[src/rtl/mem_access.sv]
// rtl/mem_access.sv - MEM pipeline stage: load/store over a req/ack bus, pass-through for non-memory ops
module mem_access #(
  parameter int unsigned TIMEOUT = 255
) (
  input  logic        clk,
  input  logic        rst,
  input  logic        valid_i,
  input  logic        flush_i,
  input  logic [7:0]  aluop_i,
  input  logic [4:0]  wd_i,
  input  logic        wreg_i,
  input  logic [31:0] wdata_i,
  input  logic [31:0] mem_addr_i,
  input  logic [31:0] reg2_i,
  output logic        stallreq_o,
  output logic        bus_req_o,
  output logic        bus_we_o,
  output logic [31:0] bus_addr_o,
  output logic [3:0]  bus_sel_o,
  output logic [31:0] bus_wdata_o,
  input  logic        bus_ack_i,
  input  logic [31:0] bus_rdata_i,
  output logic        valid_o,
  output logic [4:0]  wd_o,
  output logic        wreg_o,
  output logic [31:0] wdata_o,
  output logic        align_err_o,
  output logic        bus_err_o
);

  localparam logic [7:0] OP_LB  = 8'hE0;
  localparam logic [7:0] OP_LH  = 8'hE1;
  localparam logic [7:0] OP_LW  = 8'hE3;
  localparam logic [7:0] OP_LBU = 8'hE4;
  localparam logic [7:0] OP_LHU = 8'hE5;
  localparam logic [7:0] OP_SB  = 8'hE8;
  localparam logic [7:0] OP_SH  = 8'hE9;
  localparam logic [7:0] OP_SW  = 8'hEB;
  localparam logic [7:0] CNT_LAST = 8'(TIMEOUT - 1);

  typedef enum logic {IDLE, BUS} state_e;

  state_e      state_q, state_d;
  logic        bus_req_q, bus_req_d;
  logic        bus_we_q, bus_we_d;
  logic [31:0] bus_addr_q, bus_addr_d;
  logic [3:0]  bus_sel_q, bus_sel_d;
  logic [31:0] bus_wdata_q, bus_wdata_d;
  logic [7:0]  op_q, op_d;
  logic [1:0]  off_q, off_d;
  logic [4:0]  ld_wd_q, ld_wd_d;
  logic        ld_wreg_q, ld_wreg_d;
  logic        flushed_q, flushed_d;
  logic [7:0]  cnt_q, cnt_d;
  logic        valid_q, valid_d;
  logic [4:0]  wd_q, wd_d;
  logic        wreg_q, wreg_d;
  logic [31:0] wdata_q, wdata_d;
  logic        align_err_q, align_err_d;
  logic        bus_err_q, bus_err_d;

  logic        is_mem, is_store, aligned, live, kill;
  logic [3:0]  issue_sel;
  logic [31:0] issue_wdata;
  logic [7:0]  byte_v;
  logic [15:0] half_v;
  logic [31:0] load_data;

  // Decode of the incoming instruction: lanes are big-endian (addr 0 -> bits 31:24)
  always_comb begin
    is_mem      = 1'b0;
    is_store    = 1'b0;
    aligned     = 1'b1;
    issue_sel   = 4'b1111;
    issue_wdata = reg2_i;
    case (aluop_i)
      OP_LB, OP_LBU, OP_SB: begin
        is_mem      = 1'b1;
        is_store    = (aluop_i == OP_SB);
        issue_sel   = 4'b1000 >> mem_addr_i[1:0];
        issue_wdata = {4{reg2_i[7:0]}};
      end
      OP_LH, OP_LHU, OP_SH: begin
        is_mem      = 1'b1;
        is_store    = (aluop_i == OP_SH);
        aligned     = ~mem_addr_i[0];
        issue_sel   = mem_addr_i[1] ? 4'b0011 : 4'b1100;
        issue_wdata = {2{reg2_i[15:0]}};
      end
      OP_LW, OP_SW: begin
        is_mem   = 1'b1;
        is_store = (aluop_i == OP_SW);
        aligned  = (mem_addr_i[1:0] == 2'b00);
      end
      default: ;
    endcase
  end

  always_comb begin
    load_data = bus_rdata_i;
    case (off_q)
      2'b00:   byte_v = bus_rdata_i[31:24];
      2'b01:   byte_v = bus_rdata_i[23:16];
      2'b10:   byte_v = bus_rdata_i[15:8];
      default: byte_v = bus_rdata_i[7:0];
    endcase
    half_v = off_q[1] ? bus_rdata_i[15:0] : bus_rdata_i[31:16];
    case (op_q)
      OP_LB:   load_data = {{24{byte_v[7]}}, byte_v};
      OP_LBU:  load_data = {24'h0, byte_v};
      OP_LH:   load_data = {{16{half_v[15]}}, half_v};
      OP_LHU:  load_data = {16'h0, half_v};
      default: ;
    endcase
  end

  always_comb begin
    state_d     = state_q;
    bus_req_d   = bus_req_q;
    bus_we_d    = bus_we_q;
    bus_addr_d  = bus_addr_q;
    bus_sel_d   = bus_sel_q;
    bus_wdata_d = bus_wdata_q;
    op_d        = op_q;
    off_d       = off_q;
    ld_wd_d     = ld_wd_q;
    ld_wreg_d   = ld_wreg_q;
    flushed_d   = flushed_q;
    cnt_d       = cnt_q;
    valid_d     = 1'b0;
    wd_d        = wd_q;
    wreg_d      = 1'b0;
    wdata_d     = wdata_q;
    align_err_d = 1'b0;
    bus_err_d   = 1'b0;
    stallreq_o  = 1'b0;
    live        = valid_i & ~flush_i;
    kill        = flushed_q | flush_i;

    case (state_q)
      IDLE: begin
        wd_d    = wd_i;
        wdata_d = wdata_i;
        if (live && is_mem && aligned) begin
          stallreq_o  = 1'b1;
          state_d     = BUS;
          bus_req_d   = 1'b1;
          bus_we_d    = is_store;
          bus_addr_d  = {mem_addr_i[31:2], 2'b00};
          bus_sel_d   = issue_sel;
          bus_wdata_d = issue_wdata;
          op_d        = aluop_i;
          off_d       = mem_addr_i[1:0];
          ld_wd_d     = wd_i;
          ld_wreg_d   = wreg_i;
          flushed_d   = 1'b0;
          cnt_d       = 8'd0;
        end else if (live && is_mem) begin
          valid_d     = 1'b1;
          align_err_d = 1'b1;
          wdata_d     = 32'h0;
        end else begin
          valid_d = live;
          wreg_d  = wreg_i & live;
        end
      end
      BUS: begin
        stallreq_o = ~bus_ack_i;
        if (flush_i) flushed_d = 1'b1;
        if (bus_ack_i) begin
          state_d   = IDLE;
          bus_req_d = 1'b0;
          cnt_d     = 8'd0;
          valid_d   = ~kill;
          wd_d      = ld_wd_q;
          wreg_d    = ~kill & ~bus_we_q & ld_wreg_q;
          wdata_d   = bus_we_q ? 32'h0 : load_data;
        end else if (cnt_q == CNT_LAST) begin
          // Abort: report an error result that retires without writing a register
          state_d   = IDLE;
          bus_req_d = 1'b0;
          cnt_d     = 8'd0;
          bus_err_d = 1'b1;
          valid_d   = ~kill;
          wd_d      = ld_wd_q;
          wdata_d   = 32'h0;
        end else begin
          cnt_d = cnt_q + 8'd1;
        end
      end
      default: state_d = IDLE;
    endcase
  end

  always_ff @(posedge clk) begin
    if (rst) begin
      state_q     <= IDLE;
      bus_req_q   <= 1'b0;
      bus_we_q    <= 1'b0;
      bus_addr_q  <= 32'h0;
      bus_sel_q   <= 4'h0;
      bus_wdata_q <= 32'h0;
      op_q        <= 8'h0;
      off_q       <= 2'b00;
      ld_wd_q     <= 5'd0;
      ld_wreg_q   <= 1'b0;
      flushed_q   <= 1'b0;
      cnt_q       <= 8'd0;
      valid_q     <= 1'b0;
      wd_q        <= 5'd0;
      wreg_q      <= 1'b0;
      wdata_q     <= 32'h0;
      align_err_q <= 1'b0;
      bus_err_q   <= 1'b0;
    end else begin
      state_q     <= state_d;
      bus_req_q   <= bus_req_d;
      bus_we_q    <= bus_we_d;
      bus_addr_q  <= bus_addr_d;
      bus_sel_q   <= bus_sel_d;
      bus_wdata_q <= bus_wdata_d;
      op_q        <= op_d;
      off_q       <= off_d;
      ld_wd_q     <= ld_wd_d;
      ld_wreg_q   <= ld_wreg_d;
      flushed_q   <= flushed_d;
      cnt_q       <= cnt_d;
      valid_q     <= valid_d;
      wd_q        <= wd_d;
      wreg_q      <= wreg_d;
      wdata_q     <= wdata_d;
      align_err_q <= align_err_d;
      bus_err_q   <= bus_err_d;
    end
  end

  assign bus_req_o   = bus_req_q;
  assign bus_we_o    = bus_we_q;
  assign bus_addr_o  = bus_addr_q;
  assign bus_sel_o   = bus_sel_q;
  assign bus_wdata_o = bus_wdata_q;
  assign valid_o     = valid_q;
  assign wd_o        = wd_q;
  assign wreg_o      = wreg_q;
  assign wdata_o     = wdata_q;
  assign align_err_o = align_err_q;
  assign bus_err_o   = bus_err_q;

endmodule
[config.mk]
export PLATFORM = sky130hd
export DESIGN_NAME = mem_access
export DESIGN_NICKNAME = d
export VERILOG_FILES = /design/src/rtl/mem_access.sv
export SDC_FILE = /design/constraint.sdc
export NUM_CORES = 1
export LEC_CHECK = 0
export BUFFER_PORTS_ARGS = -buffer_cell sky130_fd_sc_hd__buf_2
export CORE_MARGIN = 1.5
export CORE_UTILIZATION = 40
export CTS_BUF_LIST = sky130_fd_sc_hd__clkbuf_4 sky130_fd_sc_hd__clkbuf_8 sky130_fd_sc_hd__clkbuf_16
export DETAILED_ROUTE_END_ITERATION = 8
export PLACE_DENSITY = 0.66
export RECOVER_POWER = 100
export SYNTH_ARGS = -nofsm -noshare
export SYNTH_HDL_FRONTEND = slang
export SYNTH_SLANG_ARGS = --single-unit
[constraint.sdc]
create_clock -name clk -period 2.1 [get_ports clk]
set_input_delay 0.42 -clock clk [delete_from_list [all_inputs] [get_ports clk]]
set_output_delay 0.42 -clock clk [all_outputs]
set_load 0.02 [all_outputs]
==> flow_summary.toml <==
[run_status]
status = "finished, final reports clean"

[synthesis]
synthSimpleGateAreaFrac_pct = 20.2
ys.flop_type = "dfxtp_1"
postSynth.asyncResetShare_pct = 0
synthCells = 696
synth_fa_ha_area_share_pct = 0.422
syn-cell-area_um2 = 5930
ys_seq_elements = 135
ys_types = 57
muxShareOfSynthArea_pct = 5.57
synth_compound_area_share_pct = 23.4
yosysWarnings = 0
synth_top_family_by_area = "compound AO/OA/AOI/OAI gates"
avgSynthCellArea_um2 = 8.53
synth_edf_count = 0
synth_xor_xnor_area_share_pct = 0
synth_seq_area_share_pct = 45.5

[layout]
antennaDiodeCount = 0
regArea_um2 = 2700
multi_input_area_um2 = 2960
nets = 1107
layout-drive-gt1-share_pct = 24.2
synthToLayoutAreaGrowth_pct = 35.5
fillers = 1456

[setup_path]
r2r.worst_path.cells = 4
cp_num_buf_inv = 0
cp_cell_sequence = "nor2_1, mux4_2, a221oi_1, a211oi_1"
crit_path_end_kind = "register"
reg2reg_to = "wdata_o[2]"
worst_r2r_startpoint = "off_q[0]"
critical_path.top_delay_family = "compound AO/OA/AOI/OAI gates"
crit_cells = 4
cp-endpoint = "wdata_o[2]"
worstSetupStartpointType = "register"
crit_slowest_cell = "nor2_1"
path_max_fanout = 8
rrSetupSlack_ns = 0.05
critPathArrivalTime_ns = 2.32
critPathMaxStageDelay_ns = 0.56
crit_required_ns = 2.37
startpoint = "off_q[0]"
criticalPathCategory = "register to register"

[timing]
slew_violations = 0
max-slew-margin-rel_pct = 53.1
worst_pin_slew_ns = 0.701
finalSetupViolCount = 0
fin_skew_ns = 0.00696
hold_viol = 0
fin_crit_sh_pct = 97.5
period_needed_ns = 2.05
tns_ns = 0
grt_setup_unrepaired = "no"
max_clock_freq_ghz = 0.488
setup_slack_ns = 0.0526

[clocking]
clk_pin_slew_ns = 0.06
cts.sinks = 135
clk_latency_ns = 0.41
cts_resized = 0
post-cts-setup-buffers = 0
cts-buffers-inserted = 17
cts_buffer_depth = 2
cts_max_level = 4
cts_tree = "built"
cts_hold_buffers = 0
root_buffer = "clkbuf_16"

[global_route]
antenna_found_initial = 0
grt_use_met3_pct = 7.35
grtUsageMet1_pct = 28.8
grt_busiest_layer = "met2"
grt_overflow = 0
grt_max_degree = 38
grt_pass1_wl_um = 29800
grt_pass1_vias = 5949
grt_util_all_layers_pct = 23.7
gr-usage-met2_pct = 39.7

[flow_run]
drv_cap = 0

[pwr]
swShare_pct = 23.1
leakage_uw = 0.00314
combinationalPowerShare_pct = 8.1
powerDensity_nw_per_um2 = 767
seqPwrFrac_pct = 42.7
finalPower_uw = 6170
p_int_uw = 4740
p_switching_uw = 1430
peakVddDrop_uv = 550
power_frac_clock_pct = 49.1

[detailed_routing]
vias = 6181
wl_per_cell_um = 16.0
vias_per_cell = 5.35
drc_errors = 0
drtIter0Drc = 349
totalWireLength_um = 18500
postRouteAntennaNets = 0
first_pass_iters = 5

[die]
die_area_um2 = 15600
start_util_pct = 40.8
ios = 259
fp.coreArea_um2 = 14500
fp.dieW_um = 125
num_rows = 44
die_h_um = 125

[place]
pre_cts_ws_ns = 0.0504
hpwl_um = 13800
port_buffers = 256
gp_congestion = 0.820

[worst_hold_path]
hold_path_class = "input pin to register"
layer usage:
layer,part of all wire (%),up-vias
met4,2.1,0
met1,41,2848
met5,0,-
met3,8.6,27
li1,-,3029
met2,48,277
metrics by stage:
stage | instances | hold slack, ns | area, um2 | util (%)
6_report | 1155 | 0.225 | 8040 | 55.3
4_1_cts | 1155 | 0.203 | 8220 | 56.5
2_1_floorplan | 697 | 0.420 | 5940 | -
3_3_place_gp | 1123 | 0.439 | 7610 | 52.4
5_1_grt | 1155 | 0.210 | 8040 | 55.3
3_5_place_dp | 1123 | 0.444 | 7610 | 52.4
how the worst min path moves through the flow:
stage	start	endpoint	slack, ns	cells past startpoint
after detailed placement	bus_addr_o[13]	bus_addr_o[13]	0.44	2
after global routing	flush_i	valid_o	0.21	2
after global placement	bus_addr_o[25]	bus_addr_o[25]	0.44	2
after CTS	flush_i	valid_o	0.20	2
final	flush_i	valid_o	0.22	2
after floorplan	op_q[4]	op_q[4]	0.42	1
worst reg2reg max path, stage by stage (launching register included):
cell and delay [ns]:
dfxtp_1 0.34, nor2_1 0.56, mux4_2 0.42, a221oi_1 0.46, a211oi_1 0.14
synth_stat cells, types with 13 or more instances:
cell type    n  area, um2
a21oi_1     66        330
a22oi_1     32        240
dfxtp_1    135       2700
clkbuf_1    27        101
nand2_1    158        593
a211oi_1    15        113
o21ai_0     16       80.1
buf_2       17       85.1
a31oi_1     18        113
nor2_1      55        206
nand3_1     13       65.1
a221o_1     16        160
power by group through the flow:
stage	clock (uW)	combinational (uW)	sequential, uW
floorplan	0	176	2750
global placement	0	514	2690
detailed placement	0	516	2690
CTS	3090	517	2630
global route	3220	546	2640
finish	3030	501	2640
placed cells by master (no fill, tap or decap), types with 6 or more instances in the layout:
cell | Yosys | routed
nor2_1 | 55 | 54
nand2_1 | 158 | 158
clkbuf_16 | 0 | 17
a21oi_1 | 66 | 65
a221oi_1 | 7 | 7
mux2i_1 | 6 | 6
a311oi_1 | 10 | 10
inv_1 | 8 | 8
clkbuf_1 | 27 | 115
a211oi_1 | 15 | 15
buf_12 | 0 | 9
buf_2 | 17 | 145
a31oi_1 | 18 | 18
a221o_1 | 16 | 16
mux4_2 | 8 | 8
and2_1 | 10 | 10
o211ai_1 | 8 | 8
mux2_2 | 8 | 7
nand3_1 | 13 | 13
buf_4 | 4 | 22
a22oi_1 | 32 | 32
o21ai_0 | 16 | 16
dfxtp_1 | 135 | 135
layout make-up:
type / count / area share, %
clock buffer: 20 / 5.65
sequential: 135 / 33.6
timing repair buffer: 294 / 18.9
multi-input combinational: 502 / 36.7
inverter: 8 / 0.373
tap: 184 / 2.86
clock inverter: 12 / 1.88
cells by family after synthesis:
| family | after synthesis |
|---|---|
| AND/OR/NAND/NOR | 271 |
| AO/OA/AOI/OAI | 205 |
| flip-flops | 135 |
| buffers and inverters | 60 |
| multiplexers | 22 |
| adder cells (fa/ha/maj) | 2 |
| other | 1 |
sequential cells by signal, indices dropped and copies added (netlist names):
signal       count
wd_o             5
bus_we_o         1
align_err_o      1
cnt_q            8
bus_addr_o      30
bus_wdata_o     32
wdata_o         32
flushed_q        1
wreg_o           1
off_q            2
bus_err_o        1
ld_wd_q          5
bus_req_o        1
valid_o          1
op_q             8
ld_wreg_q        1
state_q          1
bus_sel_o        4
(Power assumes the default switching activity.)
